<file path="src/rtl/recirc_lane_ctrl_if.sv">
// Handshake/bus bundle between the upstream striper, the recirculation
// controller and the 4-lane demux.
//   data_in/valid_in/ready_out : upstream word push (lane0=[7:0] .. lane3=[31:24])
//   mux_ready                  : mux path accepts a word this cycle
//   Out0..Out3/valid_out       : lane bytes and route select (1=mux, 0=probador)
// slave  = controller side, master = upstream/demux side (bench).
interface recirc_lane_ctrl_if;
   logic [31:0] data_in;
   logic        valid_in;
   logic        ready_out;
   logic        mux_ready;
   logic [7:0]  Out0;
   logic [7:0]  Out1;
   logic [7:0]  Out2;
   logic [7:0]  Out3;
   logic        valid_out;

   modport slave (
      input  data_in, valid_in, mux_ready,
      output ready_out, Out0, Out1, Out2, Out3, valid_out
   );

   modport master (
      output data_in, valid_in, mux_ready,
      input  ready_out, Out0, Out1, Out2, Out3, valid_out
   );
endinterface

</file>
<file path="src/rtl/recirc_lane_ctrl.sv">
// Recirculation lane controller: buffers upstream words in a small FIFO,
// emits a SYNC preamble, then routes FIFO words to the mux path
// (valid_out=1) or recirculates the held head word to the probador
// (valid_out=0) while the mux path is stalled.
// Ports:
//   clk, reset_L    : clock, synchronous active-low reset
//   enable          : start/stop request from the link controller
//   bus             : data/handshake bundle (slave side)
//   state           : IDLE=0, SYNC=1, DATA=2, DRAIN=3
//   sent_cnt        : words delivered with valid_out=1 (saturating)
//   recirc_cnt      : cycles the head word was recirculated (saturating)
//   overflow        : sticky, push attempted while full outside DRAIN
module recirc_lane_ctrl #(
   parameter int         DEPTH    = 4,
   parameter int         SYNC_LEN = 2,
   parameter logic [7:0] COM_BYTE = 8'hBC
) (
   input  logic                clk,
   input  logic                reset_L,
   input  logic                enable,
   recirc_lane_ctrl_if.slave   bus,
   output logic [1:0]          state,
   output logic [15:0]         sent_cnt,
   output logic [15:0]         recirc_cnt,
   output logic                overflow
);

   localparam int AW = $clog2(DEPTH);
   localparam int CW = AW + 1;
   localparam int SW = (SYNC_LEN > 1) ? $clog2(SYNC_LEN + 1) : 1;

   typedef enum logic [1:0] {IDLE = 2'd0, SYNC = 2'd1, DATA = 2'd2, DRAIN = 2'd3} state_t;

   state_t            state_q;
   logic [AW-1:0]     wr_ptr_q, rd_ptr_q;
   logic [CW-1:0]     count_q;
   logic [SW-1:0]     sync_q;
   logic [3:0][7:0]   out_q;
   logic              vld_q;
   logic [15:0]       sent_q, recirc_q;
   logic              ovf_q;
   logic [31:0]       mem_q [DEPTH];

   logic              ready, push, pop, has_word;
   logic [31:0]       head;

   // Readiness uses the start-of-cycle count; a same-cycle pop does not
   // open a slot. Gating with reset_L keeps the FIFO untouched in reset.
   assign ready    = (count_q != CW'(DEPTH)) && (state_q != DRAIN) && reset_L;
   assign push     = bus.valid_in && ready;
   assign has_word = (count_q != '0);
   assign pop      = ((state_q == DATA) || (state_q == DRAIN)) && has_word && bus.mux_ready;
   assign head     = mem_q[rd_ptr_q];

   always_ff @(posedge clk) begin
      if (push) mem_q[wr_ptr_q] <= bus.data_in;
   end

   always_ff @(posedge clk) begin
      if (!reset_L) begin
         state_q  <= IDLE;
         wr_ptr_q <= '0;
         rd_ptr_q <= '0;
         count_q  <= '0;
         sync_q   <= '0;
         out_q    <= '0;
         vld_q    <= 1'b0;
         sent_q   <= '0;
         recirc_q <= '0;
         ovf_q    <= 1'b0;
      end else begin
         // FIFO bookkeeping; pointers wrap naturally since DEPTH is 2^AW
         if (push) wr_ptr_q <= wr_ptr_q + 1'b1;
         if (pop)  rd_ptr_q <= rd_ptr_q + 1'b1;
         if (push && !pop)      count_q <= count_q + 1'b1;
         else if (!push && pop) count_q <= count_q - 1'b1;

         if (bus.valid_in && !ready && (state_q != DRAIN)) ovf_q <= 1'b1;

         // Output registers default to idle; states override below
         out_q <= '0;
         vld_q <= 1'b0;

         case (state_q)
            IDLE: begin
               if (enable) begin
                  state_q <= SYNC;
                  sync_q  <= '0;
               end
            end
            SYNC: begin
               if (!enable) begin
                  state_q <= IDLE;
               end else if (bus.mux_ready) begin
                  out_q  <= {4{COM_BYTE}};
                  vld_q  <= 1'b1;
                  sync_q <= sync_q + 1'b1;
                  if (sync_q == SW'(SYNC_LEN - 1)) state_q <= DATA;
               end
            end
            DATA, DRAIN: begin
               if (has_word) begin
                  // Head word is presented either way; mux_ready picks the route
                  out_q <= head;
                  if (bus.mux_ready) begin
                     vld_q <= 1'b1;
                     if (sent_q != 16'hFFFF) sent_q <= sent_q + 1'b1;
                  end else if (recirc_q != 16'hFFFF) begin
                     recirc_q <= recirc_q + 1'b1;
                  end
               end
               // DRAIN leaves only once the FIFO is seen empty, i.e. the
               // edge after the final pop
               if ((state_q == DATA) && !enable)      state_q <= DRAIN;
               else if ((state_q == DRAIN) && !has_word) state_q <= IDLE;
            end
            default: state_q <= IDLE;
         endcase
      end
   end

   assign bus.ready_out = ready;
   assign bus.Out0      = out_q[0];
   assign bus.Out1      = out_q[1];
   assign bus.Out2      = out_q[2];
   assign bus.Out3      = out_q[3];
   assign bus.valid_out = vld_q;
   assign state         = state_q;
   assign sent_cnt      = sent_q;
   assign recirc_cnt    = recirc_q;
   assign overflow      = ovf_q;

endmodule

</file>
<file path="src/flat_wrapper.sv">
// flat-port wrapper written by rule: the top's interface ports become plain ports
module recirc_lane_ctrl_flat 
#(
   parameter int         DEPTH    = 4,
   parameter int         SYNC_LEN = 2,
   parameter logic [7:0] COM_BYTE = 8'hBC
)
  (clk, reset_L, enable, state, sent_cnt, recirc_cnt, overflow, bus_data_in, bus_valid_in, bus_mux_ready, bus_ready_out, bus_Out0, bus_Out1, bus_Out2, bus_Out3, bus_valid_out);
  recirc_lane_ctrl_if bus_i ();
  input  logic clk;
  input  logic reset_L;
  input  logic enable;
  output logic [1:0] state;
  output logic [15:0] sent_cnt;
  output logic [15:0] recirc_cnt;
  output logic overflow;
  input wire logic [$bits(bus_i.data_in)-1:0] bus_data_in;
  input wire logic [$bits(bus_i.valid_in)-1:0] bus_valid_in;
  input wire logic [$bits(bus_i.mux_ready)-1:0] bus_mux_ready;
  output wire logic [$bits(bus_i.ready_out)-1:0] bus_ready_out;
  output wire logic [$bits(bus_i.Out0)-1:0] bus_Out0;
  output wire logic [$bits(bus_i.Out1)-1:0] bus_Out1;
  output wire logic [$bits(bus_i.Out2)-1:0] bus_Out2;
  output wire logic [$bits(bus_i.Out3)-1:0] bus_Out3;
  output wire logic [$bits(bus_i.valid_out)-1:0] bus_valid_out;
  assign bus_i.data_in = bus_data_in;
  assign bus_i.valid_in = bus_valid_in;
  assign bus_i.mux_ready = bus_mux_ready;
  assign bus_ready_out = bus_i.ready_out;
  assign bus_Out0 = bus_i.Out0;
  assign bus_Out1 = bus_i.Out1;
  assign bus_Out2 = bus_i.Out2;
  assign bus_Out3 = bus_i.Out3;
  assign bus_valid_out = bus_i.valid_out;
  recirc_lane_ctrl #(.DEPTH(DEPTH), .SYNC_LEN(SYNC_LEN), .COM_BYTE(COM_BYTE)) u_core (.clk(clk), .reset_L(reset_L), .enable(enable), .bus(bus_i), .state(state), .sent_cnt(sent_cnt), .recirc_cnt(recirc_cnt), .overflow(overflow));
endmodule
</file>
<file path="config.mk">
export PLATFORM = sky130hd
export DESIGN_NAME = recirc_lane_ctrl_flat
export DESIGN_NICKNAME = d
export VERILOG_FILES = /design/src/rtl/recirc_lane_ctrl_if.sv /design/src/rtl/recirc_lane_ctrl.sv /design/src/flat_wrapper.sv
export SDC_FILE = /design/constraint.sdc
export NUM_CORES = 1
export LEC_CHECK = 0
export CAP_MARGIN = 20
export CORE_MARGIN = 2
export CORE_UTILIZATION = 55
export DETAILED_ROUTE_END_ITERATION = 8
export HOLD_SLACK_MARGIN = 0.02
export PLACE_DENSITY = 0.8
export SLEW_MARGIN = 15
export SYNTH_ARGS = -nofsm -noshare
export SYNTH_HDL_FRONTEND = slang
export SYNTH_SLANG_ARGS = --single-unit
</file>
<file path="constraint.sdc">
create_clock -name clk -period 2.55 [get_ports clk]
set_clock_uncertainty 0.1 [all_clocks]
set_input_delay 0.51 -clock clk [delete_from_list [all_inputs] [get_ports clk]]
set_output_delay 0.51 -clock clk [all_outputs]
set_load 0.1 [all_outputs]
</file>
# Word level (Yosys, flattened, before mapping)
# Memories as Yosys holds them, arrays and structs flattened. A register that Yosys moved wholly into a read port is not among the register bits.
# Cells that the tools add are included.
[word_totals]
ramBits = 128
elab_cells = 87
n_memories = 1
register_bits = 77
[classes]
bitwise_logic = 1
n_reduce_logical = 26
mux = 25
eq_ne = 14
addsub = 7
[mem_list]
columns = ["name", "depth", "word_bits", "rd", "rd_clocked_by_memory_dff", "wr", "line_no", "rtl"]
rows = [
  ["u_core.mem_q", 4, 32, 1, 1, 1, "recirc_lane_ctrl.sv:42", "logic [31:0] mem_q [DEPTH];"],
]
[op_table]
columns = ["operator", "n"]
rows = [
  ["2-to-1 mux 32 bit", 3],
  ["case mux 32 bit (2 select lines)", 1],
  ["adder 16 x 1 -> 16 bit, second input constant", 2],
  ["inequality test 16 bit, second input constant", 2],
  ["2-to-1 mux 2 bit", 11],
  ["AND reduction 4 bit", 4],
  ["logical AND 1 bit", 11],
  ["inequality test 2 bit, second input constant", 4],
  ["adder 2 x 1 -> 2 bit, second input constant", 3],
  ["2-to-1 mux 3 bit", 2],
  ["inequality test 3 bit, second input constant", 2],
  ["case mux 2 bit (3 select lines)", 1],
  ["zero test 1 bit", 5],
  ["2-to-1 mux 1 bit", 5],
  ["equality test 2 x 1 -> 1 bit, second input constant", 2],
  ["equality test 2 bit, second input constant", 2],
  ["case mux 2 bit (2 select lines)", 1],
  ["nonzero test 2 bit", 2],
  ["adder 3 x 1 -> 3 bit, second input constant", 1],
  ["inequality test 3 x 1 -> 1 bit, second input constant", 1],
  ["inequality test 3 x 2 -> 1 bit, second input constant", 1],
  ["nonzero test 3 bit", 1],
  ["subtractor 3 x 1 -> 3 bit, second input constant", 1],
  ["zero test 2 bit", 1],
  ["other kinds (4)", 4],
]

# Depth between registers and ports, before layout
[depth]
depth_word = 8
mapped_depth = 10
depth_no_buf = 9

# Worst setup path after synthesis
# Ideal clock, no wire load.
[synth_timing]
kind = "reg2out"
from = "reg u_core.state_q[1], in the netlist u_core.state[1]"
to = "out bus_ready_out"
stages_incl_launch_ff = 5
required_ps = 1940
n_path_buf = 1
slack_ps = -429
t_arrival_ps = 2369
path_cell_list = "dfxtp_1 buf_4 nand2_1 nand2_1 nor2_1"
[synth_between]
elab_chain_len = 3
[synth_rtl]
columns = ["item", "line_no", "rtl"]
rows = [
  ["from (decl)", "recirc_lane_ctrl.sv:34", "state_t state_q;"],
  ["from (signal assigned)", "recirc_lane_ctrl.sv:61", "state_q <= IDLE;"],
  ["from (signal assigned)", "recirc_lane_ctrl.sv:87", "state_q <= SYNC;"],
  ["from (signal assigned)", "recirc_lane_ctrl.sv:93", "state_q <= IDLE;"],
  ["inequality test 2 bit", "recirc_lane_ctrl.sv:49", "assign ready = (count_q != CW'(DEPTH)) && (state_q != DRAIN) && reset_L;"],
  ["logical AND 1 bit (2 in a row)", "recirc_lane_ctrl.sv:49", ""],
  ["to (decl)", "flat_wrapper.sv:20", "output wire logic [$bits(bus_i.ready_out)-1:0] bus_ready_out;"],
]
# Every way passes these cells.

# Worst setup path after layout
[layout_timing]
from = "in reset_L"
to = "out bus_ready_out"
[layout_between]
elab_chain_len = 1
[layout_rtl]
columns = ["item", "line_no", "rtl"]
rows = [
  ["from (decl)", "flat_wrapper.sv:11", "input logic reset_L;"],
  ["logical AND 1 bit", "recirc_lane_ctrl.sv:49", ""],
]
# Every way passes these cells.

==> flow_summary.ini <==
[final_layout]
layout.filler_cells = 913
antenna_cells = 0
layout-drive-gt1-share = 0.278
area_growth_pct = 25.5
postLayoutCoreUtil = 0.711
final_cell_mix = sky130_fd_sc_hd__edfxtp_1 (128), sky130_fd_sc_hd__buf_4 (84), sky130_fd_sc_hd__dfxtp_1 (75), sky130_fd_sc_hd__nand2_1 (49), sky130_fd_sc_hd__nor2_1 (42)
num-nets-final = 706
layout_commonest_cell = sky130_fd_sc_hd__edfxtp_1

[clocking]
ctsLongestPathBuffers = 3
post_cts_setup_inserts = 0
cts.repair.resized = 0
clock-root-buffer = sky130_fd_sc_hd__clkbuf_16
cts_tree = yes
ctsHtreeMaxLevel = 1
cts_buffers = 22
worstSkewPairLatency_ns = 0.51
cts.sinks = 207
ctsHoldBuffers = 0
clk_transition_reported_paths_ns = 0.06

[hold_path]
worst_hold_startpoint = u_core.overflow
timing.hold.worst_path_depth = 2
min_to = u_core.overflow
hold_path.class = flip-flop to flip-flop

[setup_path]
cp_cell_sequence = clkdlybuf4s50_1, buf_4, nand2_1, nor2_2, buf_12
worst_path_largest_cell_delay_ns = 0.50
timing.critical_path.max_delay_family = buffers and inverters
critical_path_peak_fanout = 23
critical_path.startpoint_type = input pin
timing.rr.start = u_core.count_q[0]
path_buf_inv = 3
critical_path.endpoint_type = primary output
timing_worst_setup_path_type = input pin to primary output
slowest_stage_cell_on_the_critical_path = sky130_fd_sc_hd__clkdlybuf4s50_1
rr_worst_depth = 9
required_worst_endpoint_ns = 1.94
rr_endpoint = u_core.count_q[2]
timing.reg2reg.setup_slack_ns = 0.26
worstPathArrival_ns = 1.72

[timing]
maxClockFrequency_mhz = 429
setup-violations-final = 0
timing.slew.headroom = 0.573
final.setup.tns_ns = 0
finalCriticalPeriod_ns = 2.33
grt_setup_unrepaired = false
fin_crit_sh = 0.915
max_slew.worst_pin.slew_ns = 0.641
timing_hold_violations_final = 0
postLayoutSetupSlackWorst_ns = 0.217
max_slew_violation_total_from_the_final_report = 0

[placement]
gp_routability_congestion = 0.819
buffer_ports.inserted = 105
detailedPlace.worstSlack_ns = -0.188
hpwl_um = 10200

[outcome]
outcome = complete, no violations

[floorplan]
initial_core_util = 0.567
rows = 43
core_sq_um = 14000
floorplan.die.width_um = 124
fp.dieH_um = 124
num_io_pins = 106
floorplan.die_area_sq_um = 15400

[detailed_routing]
drc_errors = 0
drt_pre_antenna_iters = 5
detailedRoute.firstIterationViolations = 281
vias_post_dr = 4916
avgViaCountPerCell = 5.74
wirelength_um = 16400
drtAntennaViolNets = 0
post_drt_wl_per_cell_um = 19.1

[yosys]
synthesized_instance_count = 534
synthesis.nets = 580
yosys.cell_types.count = 49
postSynthAreaPerCell_sq_um = 14.8
synth_edf_count = 128
synth_sequential_area_ratio = 0.684
synthFlopType = sky130_fd_sc_hd__edfxtp_1
syn_area_sq_um = 7930
synth.ff_latch_count = 207
synth-async-reset-ratio = 0
yosys_warnings = 0

[grt]
grt_overflow = 0
first_global_vias = 4882
grt_max_degree = 42
grt_antenna_before_repair = 0
track_usage = 0.218
grt_pass1_wl_um = 25400

[power_and_ir_drop]
power_density_normalized_to_cell_area_nw_per_um2 = 730
cellLeakagePower_nw = 3.51
ir_worst_vdd_mv = 0.799

[flow_run]
drv_cap = 0
==> cells by family after synthesis <==
kind of cell	count (synthesis)	synth area share
compound gates	52	0.0412
xor+xnor	25	0.0276
fa+ha+maj	9	0.0152
buf+inv	33	0.0175
flops	207	0.684
mux	37	0.0972
simple gates	171	0.117
==> worst min-delay path: stages (launching register included) <==
cell                      delay, ns
sky130_fd_sc_hd__dfxtp_1       0.34
sky130_fd_sc_hd__a31oi_1       0.05
sky130_fd_sc_hd__nor2_1        0.07
==> registers in the layout (all words and copies together) (netlist names), 3 cells and up, named ones only <==
register	cells
u_core.mem_q	128
u_core.recirc_cnt	16
u_core.sent_cnt	16
u_core.bus.Out0	8
u_core.bus.Out1	8
u_core.bus.Out2	8
u_core.bus.Out3	8
u_core.count_q	3
==> final cells by class <==
type                       instances  area (sq um)  area share
clock inverter                    13           183      0.0184
sequential                       207          5430       0.546
multi-input combinational        294          2380       0.239
tap                              180           225      0.0226
clock buffer                      27           579      0.0582
inverter                           8          30.0     0.00302
timing repair buffer             127          1120       0.113
==> per-layer routing <==
layer / vias to the layer above / track usage / routed length (um)
li1: 2265 / - / -
met5: - / 0 / 0
met4: 0 / 0.0442 / 274
met1: 2468 / 0.284 / 6660
met2: 158 / 0.384 / 8400
met3: 25 / 0.0403 / 1040
==> worst max-delay path by stage <==
stage	start	endpoint	slack, ns	cells after the start
after CTS	reset_L	bus_ready_out	0.22	5
after global placement	reset_L	u_core.count_q[2]	-0.10	9
after global routing	reset_L	bus_ready_out	0.14	5
after floorplan	u_core.state[0]	u_core.count_q[2]	0.009	10
after detailed placement	bus_valid_in	u_core.count_q[2]	-0.19	9
final	reset_L	bus_ready_out	0.22	5
==> cells in the mapped netlist (3+ instances only) <==
cell | n | share of area
sky130_fd_sc_hd__a211oi_1 | 6 | 0.0057
sky130_fd_sc_hd__edfxtp_1 | 128 | 0.48
sky130_fd_sc_hd__xor2_1 | 13 | 0.014
sky130_fd_sc_hd__or3_1 | 3 | 0.0024
sky130_fd_sc_hd__a21oi_1 | 27 | 0.017
sky130_fd_sc_hd__ha_1 | 8 | 0.013
sky130_fd_sc_hd__mux4_2 | 32 | 0.091
sky130_fd_sc_hd__buf_1 | 6 | 0.0028
sky130_fd_sc_hd__buf_2 | 6 | 0.0038
sky130_fd_sc_hd__nand4_1 | 8 | 0.0063
sky130_fd_sc_hd__nand2_1 | 49 | 0.023
sky130_fd_sc_hd__mux2i_1 | 5 | 0.0063
sky130_fd_sc_hd__clkbuf_1 | 11 | 0.0052
sky130_fd_sc_hd__nor3_1 | 7 | 0.0044
sky130_fd_sc_hd__o21ai_0 | 8 | 0.0051
sky130_fd_sc_hd__nor2_1 | 43 | 0.020
sky130_fd_sc_hd__xnor2_1 | 12 | 0.013
sky130_fd_sc_hd__and3_1 | 15 | 0.012
sky130_fd_sc_hd__inv_1 | 8 | 0.0038
sky130_fd_sc_hd__and2_1 | 4 | 0.0032
sky130_fd_sc_hd__nand3_1 | 14 | 0.0088
sky130_fd_sc_hd__dfxtp_1 | 79 | 0.20
sky130_fd_sc_hd__nand2b_1 | 3 | 0.0024
==> stage by stage <==
step | total power (W) | hold WS [ns] | cells | instance area [sq um]
after floorplan | 0.00387 | 0.378 | 534 | 7940
after global placement | 0.00401 | 0.376 | 815 | 9180
after detailed placement | 0.00403 | 0.379 | 815 | 9180
after global routing | 0.00747 | 0.447 | 856 | 9950
after CTS | 0.00731 | 0.393 | 855 | 9940
final | 0.00726 | 0.385 | 856 | 9950
==> power breakdown <==
group / internal (W) / switching, W / leakage [nW]
combinational: 0.000136 / 0.000180 / 1.35
clock: 0.00203 / 0.00127 / 0.364
sequential: 0.00362 / 0.0000302 / 1.80
total: 0.00579 / 0.00148 / 3.51
Power figures use the tool's default switching activity.
